`src/rtl/if_fetch_unit_pkg.sv`:
```
// Shared types for the instruction-fetch stage: widths, FSM states,
// and the {pc+4, instr} bundle handed to the IF/ID register.
package if_fetch_unit_pkg;

  localparam int XLEN = 32;
  localparam logic [XLEN-1:0] PC_STEP = 32'd4;

  typedef enum logic [1:0] {
    IF_IDLE = 2'd0,
    IF_WAIT = 2'd1,
    IF_DROP = 2'd2
  } if_state_e;

  typedef struct packed {
    logic [XLEN-1:0] pc4;
    logic [XLEN-1:0] instr;
  } if_id_t;

endpackage

```
`src/rtl/if_fetch_unit_fifo.sv`:
```
// Small synchronous FIFO of fetched {pc+4, instr} bundles.
// Flush empties it in one cycle; reset is synchronous, active-low.
module if_fetch_unit_fifo
  import if_fetch_unit_pkg::*;
#(
  parameter int DEPTH = 2,
  parameter int CW    = $clog2(DEPTH) + 1
) (
  input  logic          clock,
  input  logic          reset_0,
  input  logic          flush,
  input  logic          push,
  input  if_id_t        din,
  input  logic          pop,
  output if_id_t        dout,
  output logic [CW-1:0] count
);

  localparam int AW = $clog2(DEPTH);

  if_id_t        mem [DEPTH];
  logic [AW-1:0] wr_ptr;
  logic [AW-1:0] rd_ptr;

  always_ff @(posedge clock) begin
    if (push) begin
      mem[wr_ptr] <= din;
    end
  end

  always_ff @(posedge clock) begin
    if (!reset_0 || flush) begin
      wr_ptr <= '0;
      rd_ptr <= '0;
      count  <= '0;
    end else begin
      if (push) begin
        wr_ptr <= wr_ptr + AW'(1);
      end
      if (pop) begin
        rd_ptr <= rd_ptr + AW'(1);
      end
      unique case ({push, pop})
        2'b10:   count <= count + CW'(1);
        2'b01:   count <= count - CW'(1);
        default: count <= count;
      endcase
    end
  end

  assign dout = mem[rd_ptr];

endmodule

```
`src/rtl/if_fetch_unit.sv`:
```
// Instruction-fetch stage: PC, imem req/ack FSM, fetch FIFO, redirect.
// Define IF_PERF_CNT_EN to add fetch/stall performance counters.
module if_fetch_unit
  import if_fetch_unit_pkg::*;
#(
  parameter logic [31:0] RESET_PC  = 32'h0000_0000,
  parameter int          BUF_DEPTH = 2,
  parameter logic [31:0] NOP_INSTR = 32'h0000_0000
) (
  input  logic            clock,
  input  logic            reset_0,
  input  logic            enable,
  input  logic            redirect,
  input  logic [XLEN-1:0] redirect_pc,
  output logic            imem_req,
  output logic [XLEN-1:0] imem_addr,
  input  logic            imem_ack,
  input  logic [XLEN-1:0] imem_rdata,
  output logic            valid_if,
  output logic [XLEN-1:0] pc4_if,
  output logic [XLEN-1:0] instr_if
`ifdef IF_PERF_CNT_EN
  ,
  output logic [31:0]     perf_fetch_cnt,
  output logic [31:0]     perf_stall_cnt
`endif
);

  localparam int CW = $clog2(BUF_DEPTH) + 1;

  if_state_e       state;
  if_state_e       state_nx;
  logic [XLEN-1:0] fetch_pc;
  logic [XLEN-1:0] fetch_pc_nx;
  logic [XLEN-1:0] req_addr;
  logic [XLEN-1:0] req_addr_nx;
  logic [XLEN-1:0] target;
  logic [CW-1:0]   count;
  logic [CW-1:0]   avail;
  logic            empty;
  logic            push;
  logic            pop;
  logic            space_now;
  logic            space_post;
  if_id_t          head;
  if_id_t          wdata;

  assign target = redirect_pc & ~32'd3;
  assign empty  = (count == '0);
  assign pop    = enable && !empty;

  // Occupancy once this cycle's pop retires; an outstanding request
  // always owns one slot, so it can never overflow the FIFO.
  assign avail      = count - CW'(pop);
  assign space_now  = avail < CW'(BUF_DEPTH);
  assign space_post = (avail + CW'(1)) < CW'(BUF_DEPTH);

  assign wdata.pc4   = fetch_pc + PC_STEP;
  assign wdata.instr = imem_rdata;

  always_comb begin
    state_nx    = state;
    fetch_pc_nx = fetch_pc;
    req_addr_nx = req_addr;
    push        = 1'b0;
    unique case (state)
      IF_IDLE: begin
        if (redirect) begin
          fetch_pc_nx = target;
        end else if (space_now) begin
          state_nx    = IF_WAIT;
          req_addr_nx = fetch_pc;
        end
      end
      IF_WAIT: begin
        if (redirect) begin
          fetch_pc_nx = target;
          state_nx    = imem_ack ? IF_IDLE : IF_DROP;
        end else if (imem_ack) begin
          push        = 1'b1;
          fetch_pc_nx = fetch_pc + PC_STEP;
          if (space_post) begin
            req_addr_nx = fetch_pc + PC_STEP;
          end else begin
            state_nx = IF_IDLE;
          end
        end
      end
      IF_DROP: begin
        if (redirect) begin
          fetch_pc_nx = target;
        end
        if (imem_ack) begin
          state_nx = IF_IDLE;
        end
      end
      default: state_nx = IF_IDLE;
    endcase
  end

  always_ff @(posedge clock) begin
    if (!reset_0) begin
      state    <= IF_IDLE;
      fetch_pc <= RESET_PC;
      req_addr <= RESET_PC;
    end else begin
      state    <= state_nx;
      fetch_pc <= fetch_pc_nx;
      req_addr <= req_addr_nx;
    end
  end

  if_fetch_unit_fifo #(
    .DEPTH (BUF_DEPTH)
  ) u_fifo (
    .clock   (clock),
    .reset_0 (reset_0),
    .flush   (redirect),
    .push    (push),
    .din     (wdata),
    .pop     (pop),
    .dout    (head),
    .count   (count)
  );

  assign imem_req  = (state != IF_IDLE);
  assign imem_addr = req_addr;
  assign valid_if  = !empty;
  assign pc4_if    = valid_if ? head.pc4 : '0;
  assign instr_if  = valid_if ? head.instr : NOP_INSTR;

`ifdef IF_PERF_CNT_EN
  always_ff @(posedge clock) begin
    if (!reset_0) begin
      perf_fetch_cnt <= '0;
      perf_stall_cnt <= '0;
    end else begin
      if (push) begin
        perf_fetch_cnt <= perf_fetch_cnt + 32'd1;
      end
      if (enable && empty) begin
        perf_stall_cnt <= perf_stall_cnt + 32'd1;
      end
    end
  end
`endif

endmodule
```
`config.mk`:
```
export PLATFORM = sky130hd
export DESIGN_NAME = if_fetch_unit
export DESIGN_NICKNAME = d
export VERILOG_FILES = /design/src/rtl/if_fetch_unit_pkg.sv /design/src/rtl/if_fetch_unit_fifo.sv /design/src/rtl/if_fetch_unit.sv
export SDC_FILE = /design/constraint.sdc
export NUM_CORES = 1
export LEC_CHECK = 0
export ABC_AREA = 1
export CAP_MARGIN = 20
export CELL_PAD_IN_SITES_DETAIL_PLACEMENT = 0
export CELL_PAD_IN_SITES_GLOBAL_PLACEMENT = 1
export CORE_AREA = 2 2 151 153
export CTS_BUF_LIST = sky130_fd_sc_hd__clkbuf_4 sky130_fd_sc_hd__clkbuf_8
export CTS_CLUSTER_DIAMETER = 100
export CTS_CLUSTER_SIZE = 30
export DETAILED_ROUTE_END_ITERATION = 16
export DIE_AREA = 0 0 153 155
export PLACE_DENSITY = 0.85
export SKIP_CTS_REPAIR_TIMING = 1
export SLEW_MARGIN = 20
export SYNTH_ARGS = -nofsm -noshare
export SYNTH_HDL_FRONTEND = slang
export SYNTH_SLANG_ARGS = --single-unit
```
`constraint.sdc`:
```
create_clock -name clock -period 6.15 [get_ports clock]
set_clock_uncertainty 0.15 [all_clocks]
set_input_delay 0.9225 -clock clock [delete_from_list [all_inputs] [get_ports clock]]
set_output_delay 0.9225 -clock clock [all_outputs]
set_load 0.1 [all_outputs]
```
# After elaboration in Yosys (flattened, before gate mapping)

Memory sizes are Yosys's and may differ from the RTL's. A register that Yosys moved wholly into a read port is not among the register bits.
Index checks and enable logic that the tools add are counted.

Flip-flop bits (word level): 70
Bits in writable memories: 128
Memories: 1

Memory list:

| memory     | words | width | read ports | clocked after memory_dff | wr ports | RTL line                 | source |
|---|---|---|---|---|---|---|---|
| u_fifo.mem | 2     | 64    | 1          | 1                        | 1        | if_fetch_unit_fifo.sv:21 | `if_id_t mem [DEPTH];` |

Add/subtract/negate cells: 7
Order comparisons: 2
Equal/unequal tests: 13
Mux-type cells: 28
Reduce and logical (&&, ||, !) cells: 14

Operators by type and width:

| cell                  | number |
|---|---|
| $mux 32               | 10 |
| $pmux 32 s2           | 2 |
| $add 32x3->32 const B | 1 |
| $mux 2                | 7 |
| $ne 2x2->1 const B    | 6 |
| $reduce_bool 2->1     | 4 |
| $mux 1                | 7 |
| $ne 3x3->1 const B    | 2 |
| $pmux 2 s3            | 1 |
| $reduce_and 6->1      | 1 |
| $reduce_and 5->1      | 1 |
| $add 2x1->2 const B   | 2 |
| $eq 2x1->1 const B    | 2 |
| $eq 2x2->1 const B    | 2 |
| $logic_not 2->1       | 2 |
| $lt 2x2->1 const B    | 2 |
| $pmux 2 s2            | 1 |
| $reduce_and 3->1      | 1 |
| $add 1x1->1 const B   | 2 |
| $logic_not 1->1       | 2 |
| $ne 2x1->1 const B    | 1 |
| $reduce_or 2->1       | 1 |
| $sub 2x1->2           | 1 |
| $sub 2x1->2 const B   | 1 |
| 2 further kinds       | 2 |

# Logic depth before layout (Yosys ltp)

Depth in word-level cells: 10
Depth in mapped cells: 16
Gate-level depth less buffers: 16

# Hierarchy

Synthesis repeated with hierarchy kept, for this count alone.

Cell total of the unflattened synthesis: 1070
Area, all modules: 9744.3 sq um

By module, submodules not included:

| module             | instances | cells an instance | area each (sq um) | seq. area each (sq um) |
|---|---|---|---|---|
| if_fetch_unit_fifo | 1         | 232               | 5144.9            | 3943.8 |
| if_fetch_unit      | 1         | 838               | 4599.4            | 1241.2 |

# Worst setup path before layout

Ideal clock, no wire load.

Path type: in2reg
Start: in redirect
End: mem u_fifo.mem[1][0] in the netlist's numbering, enable pin
Arrival time: 3928 ps
Required time: 5516 ps
Slack: 1589 ps
Stages: 5
Path buffers: 0
Path through: inv_2 -> nand2_1 -> nor2_4 -> inv_1 -> nor2_1

Cells in the longest elaborated chain, start to end: 4

Ends and longest elaborated chain:

| item                         | RTL line                 | source |
|---|---|---|
| from (decl)                  | if_fetch_unit.sv:13      | `input logic redirect,` |
| $mux 1                       | if_fetch_unit.sv:76      | `if (redirect) begin` |
| $mux 1                       | if_fetch_unit.sv:66      | `unique case (state)` |
| $mux 1                       | if_fetch_unit_fifo.sv:26 | `if (push) begin` |
| $mux 1 (not written as such) | if_fetch_unit_fifo.sv:27 | `mem[wr_ptr] <= din;` |
| to (decl)                    | if_fetch_unit_fifo.sv:21 |  |

Every way passes these cells.

==> results.tsv <==
stage	metric	value	unit
run_status	status	finished clean	
global_routing	grt_pass1_vias	6791	
finish	drive_gt1_frac	0.0556	
route	drcViolationCount	0	
global_routing	antenna_found_initial	0	
worst_setup_path	slowest_delay	1.01	ns
power	vdd_drop_max	168	uV
route	drtAntennaViolNets	0	
route	routed_wl	22400	um
floorplan	fp.coreArea	22200	sq um
finish	n_fill_cell	2105	
floorplan	num_rows	55	
flow_run	drv_cap	0	
sta	slew_headroom	0.286	
worst_setup_path	reg2reg_from	u_fifo.count[0]$_SDFFE_PP0P_	
clock_network	h-tree-depth	4	
clock_network	cts_root_buf	clkbuf_8	
clock_network	cts_tree	built	
sta	fmax	0.229	GHz
floorplan	start_util	0.394	
finish	ff_latch_area	5070	sq um
yosys	synth_top_flop_cell	edfxtp_1	
yosys	syn_inst	1020	
worst_setup_path	worstSetupPathType	reg2out	
worst_setup_path	crit_chain	clkinv_2 -> nand2_1 -> a21oi_1 -> clkdlybuf4s50_1	
yosys	synth_top_area_share	0.425	
placed_design	io_buffer_count	160	
sta	rsz0062_at_grt	no	
yosys	synthTopCellsByArea	edfxtp_1, dfxtp_1, nand2_1, a21oi_1, nor2_1	
floorplan	boundaryPins	167	
power	leakage	3.97	nW
clock_network	path_clk_slew	0.09	ns
finish	layout-area-overhead-vs-synth	25.2	%
yosys	synthTopCellsByCount	nand2_1, a21oi_1, edfxtp_1	
placed_design	place_congestion	0.865	
worst_setup_path	crit_fanout	62	
worst_setup_path	end_kind	output port	
yosys	yosysTopAreaCell	edfxtp_1	
sta	setup_viol	0	
hold_path	hp-class	reg2reg	
route	drtIter0Drc	599	
finish	antennaDiodeCount	0	
hold_path	whs_path_depth	2	
placed_design	post-dp-hpwl	15100	um
clock_network	cts_inserted_buffers	17	
global_routing	grt_pass1_wl	35800	um
worst_setup_path	crit_family	buffers and inverters	
yosys	ys_warn_count	0	
yosys	synth-edff-count	124	
yosys	avgSynthCellArea	8.58	sq um
hold_path	hold_path_end	imem_addr[5]$_SDFFE_PN0P_	
sta	fin_crit	4.36	ns
clock_network	clock_sinks	191	
yosys	ys_types	37	
worst_setup_path	reg2reg_depth	12	
sta	finalMaxSlewViolations	0	
yosys	synthArstFlopShare	0	
route	drt_first_pass_iters	5	
yosys	yosysMostFrequentCell	nand2_1	
yosys	ys_ff_latch	191	
route	vias	7086	
worst_setup_path	worstPathRequired	5.08	ns
worst_setup_path	slowest_stage	clkdlybuf4s50_1	
sta	hold_ws	0.340	ns
worst_setup_path	cp.arrival	3.29	ns
sta	fin_setup_tns	0	ns
global_routing	grt_usage	0.191	
yosys	ys_seq_area_frac	0.579	
clock_network	clk_path_buf_depth	2	
worst_setup_path	worst_setup_path_start_kind	flop	
floorplan	die-width	153	um
floorplan	dieArea	23700	sq um
yosys	synth_area	8750	sq um
worst_setup_path	path_buf_inv	2	
worst_setup_path	critical_path_depth	4	
power	total_power	3.02	mW
worst_setup_path	r2r_end	imem_addr[11]$_SDFFE_PN0P_	
sta	worstMarginPinSlew	1.07	ns
sta	hold_viol_final	0	
route	routed_via_density	4.87	
hold_path	min-delay-start	imem_addr[5]$_SDFFE_PN0P_	
clock_network	clk_latency	0.46	ns
global_routing	grt_max_degree	63	
sta	period_share	0.709	
route	wl_per_cell	15.4	um
finish	multi_input_area	3200	sq um
power	p_per_area	275	nW/um^2
global_routing	grt-ovfl-total	0	
worst_setup_path	r2r_slack	3.01	ns
floorplan	die_h	155	um
finish	fin_nets	1230	
through the flow:
stage | setup WS [ns] | std cells | util | area [sq um]
final | 1.79 | 1455 | 0.493 | 11000
after floorplan | 1.59 | 1023 | - | 8760
after global placement | 2.18 | 1423 | 0.474 | 10500
after detailed placement | 2.18 | 1423 | 0.474 | 10500
after global routing | 1.50 | 1455 | 0.493 | 11000
after CTS | 1.66 | 1454 | 0.492 | 10900
state kept, by name (all words and copies together), names as in the netlist, named ones only:
register,count
state,2
fetch_pc,30
u_fifo.wr_ptr,1
u_fifo.mem,124
u_fifo.count,2
imem_addr,30
u_fifo.rd_ptr,1
layer usage:
metal	up-vias	global-route usage	routed length, um
met2	190	0.312	10400
met5	-	0	0
met4	0	0.0467	257
met3	17	0.0368	1040
li1	3630	-	-
met1	3249	0.264	10700
worst max path at each step:
stage / from / end / slack, ns
floorplan: redirect / u_fifo.mem[1][0]$_DFFE_PP_ / 1.59
global placement: flop / pc4_if[11] / 2.18
detailed placement: flop / pc4_if[11] / 2.18
CTS: flop / pc4_if[11] / 1.66
global route: flop / instr_if[3] / 1.50
finish: flop / instr_if[29] / 1.79
placed cells by master (no fill, tap or decap), types with 6 or more instances in the layout:
| cell | synthesis | final |
|---|---|---|
| nand3_1 | 38 | 38 |
| buf_4 | 5 | 7 |
| o21ai_0 | 36 | 36 |
| a21oi_1 | 142 | 142 |
| and2_1 | 15 | 15 |
| clkbuf_8 | 0 | 17 |
| nor2_1 | 94 | 91 |
| dfxtp_1 | 67 | 66 |
| xor2_1 | 6 | 6 |
| o21ai_1 | 9 | 9 |
| nand2_1 | 330 | 330 |
| inv_1 | 64 | 64 |
| edfxtp_1 | 124 | 124 |
| clkdlybuf4s50_1 | 0 | 160 |
where the power goes:
group          internal (mW)  switching, mW  leakage [nW]
Sequential              1.44         0.0567          1.68
Combinational          0.188          0.512          2.10
Clock                  0.372          0.446         0.193
cells by family after synthesis:
kind of cell / Yosys count / share of synthesized area
fa+ha+maj: 3 / 0.00429
xor+xnor: 8 / 0.00801
compound gates: 199 / 0.120
flops: 191 / 0.579
other cells: 1 / 0.000428
buf+inv: 122 / 0.0592
simple gates: 496 / 0.230
worst min-delay path, cell delays in order (launching register included):
cell and delay (ns):
dfxtp_1 0.32, nand2_1 0.08, a21oi_2 0.05
layout make-up:
cell class | count | area share
Inverter | 70 | 0.0243
Sequential cell | 191 | 0.462
Clock inverter | 12 | 0.0127
Timing Repair Buffer | 168 | 0.153
Tap cell | 285 | 0.0325
Multi-Input combinational cell | 710 | 0.292
Clock buffer | 19 | 0.0227
No activity file was read; power rests on OpenSTA's default activity.
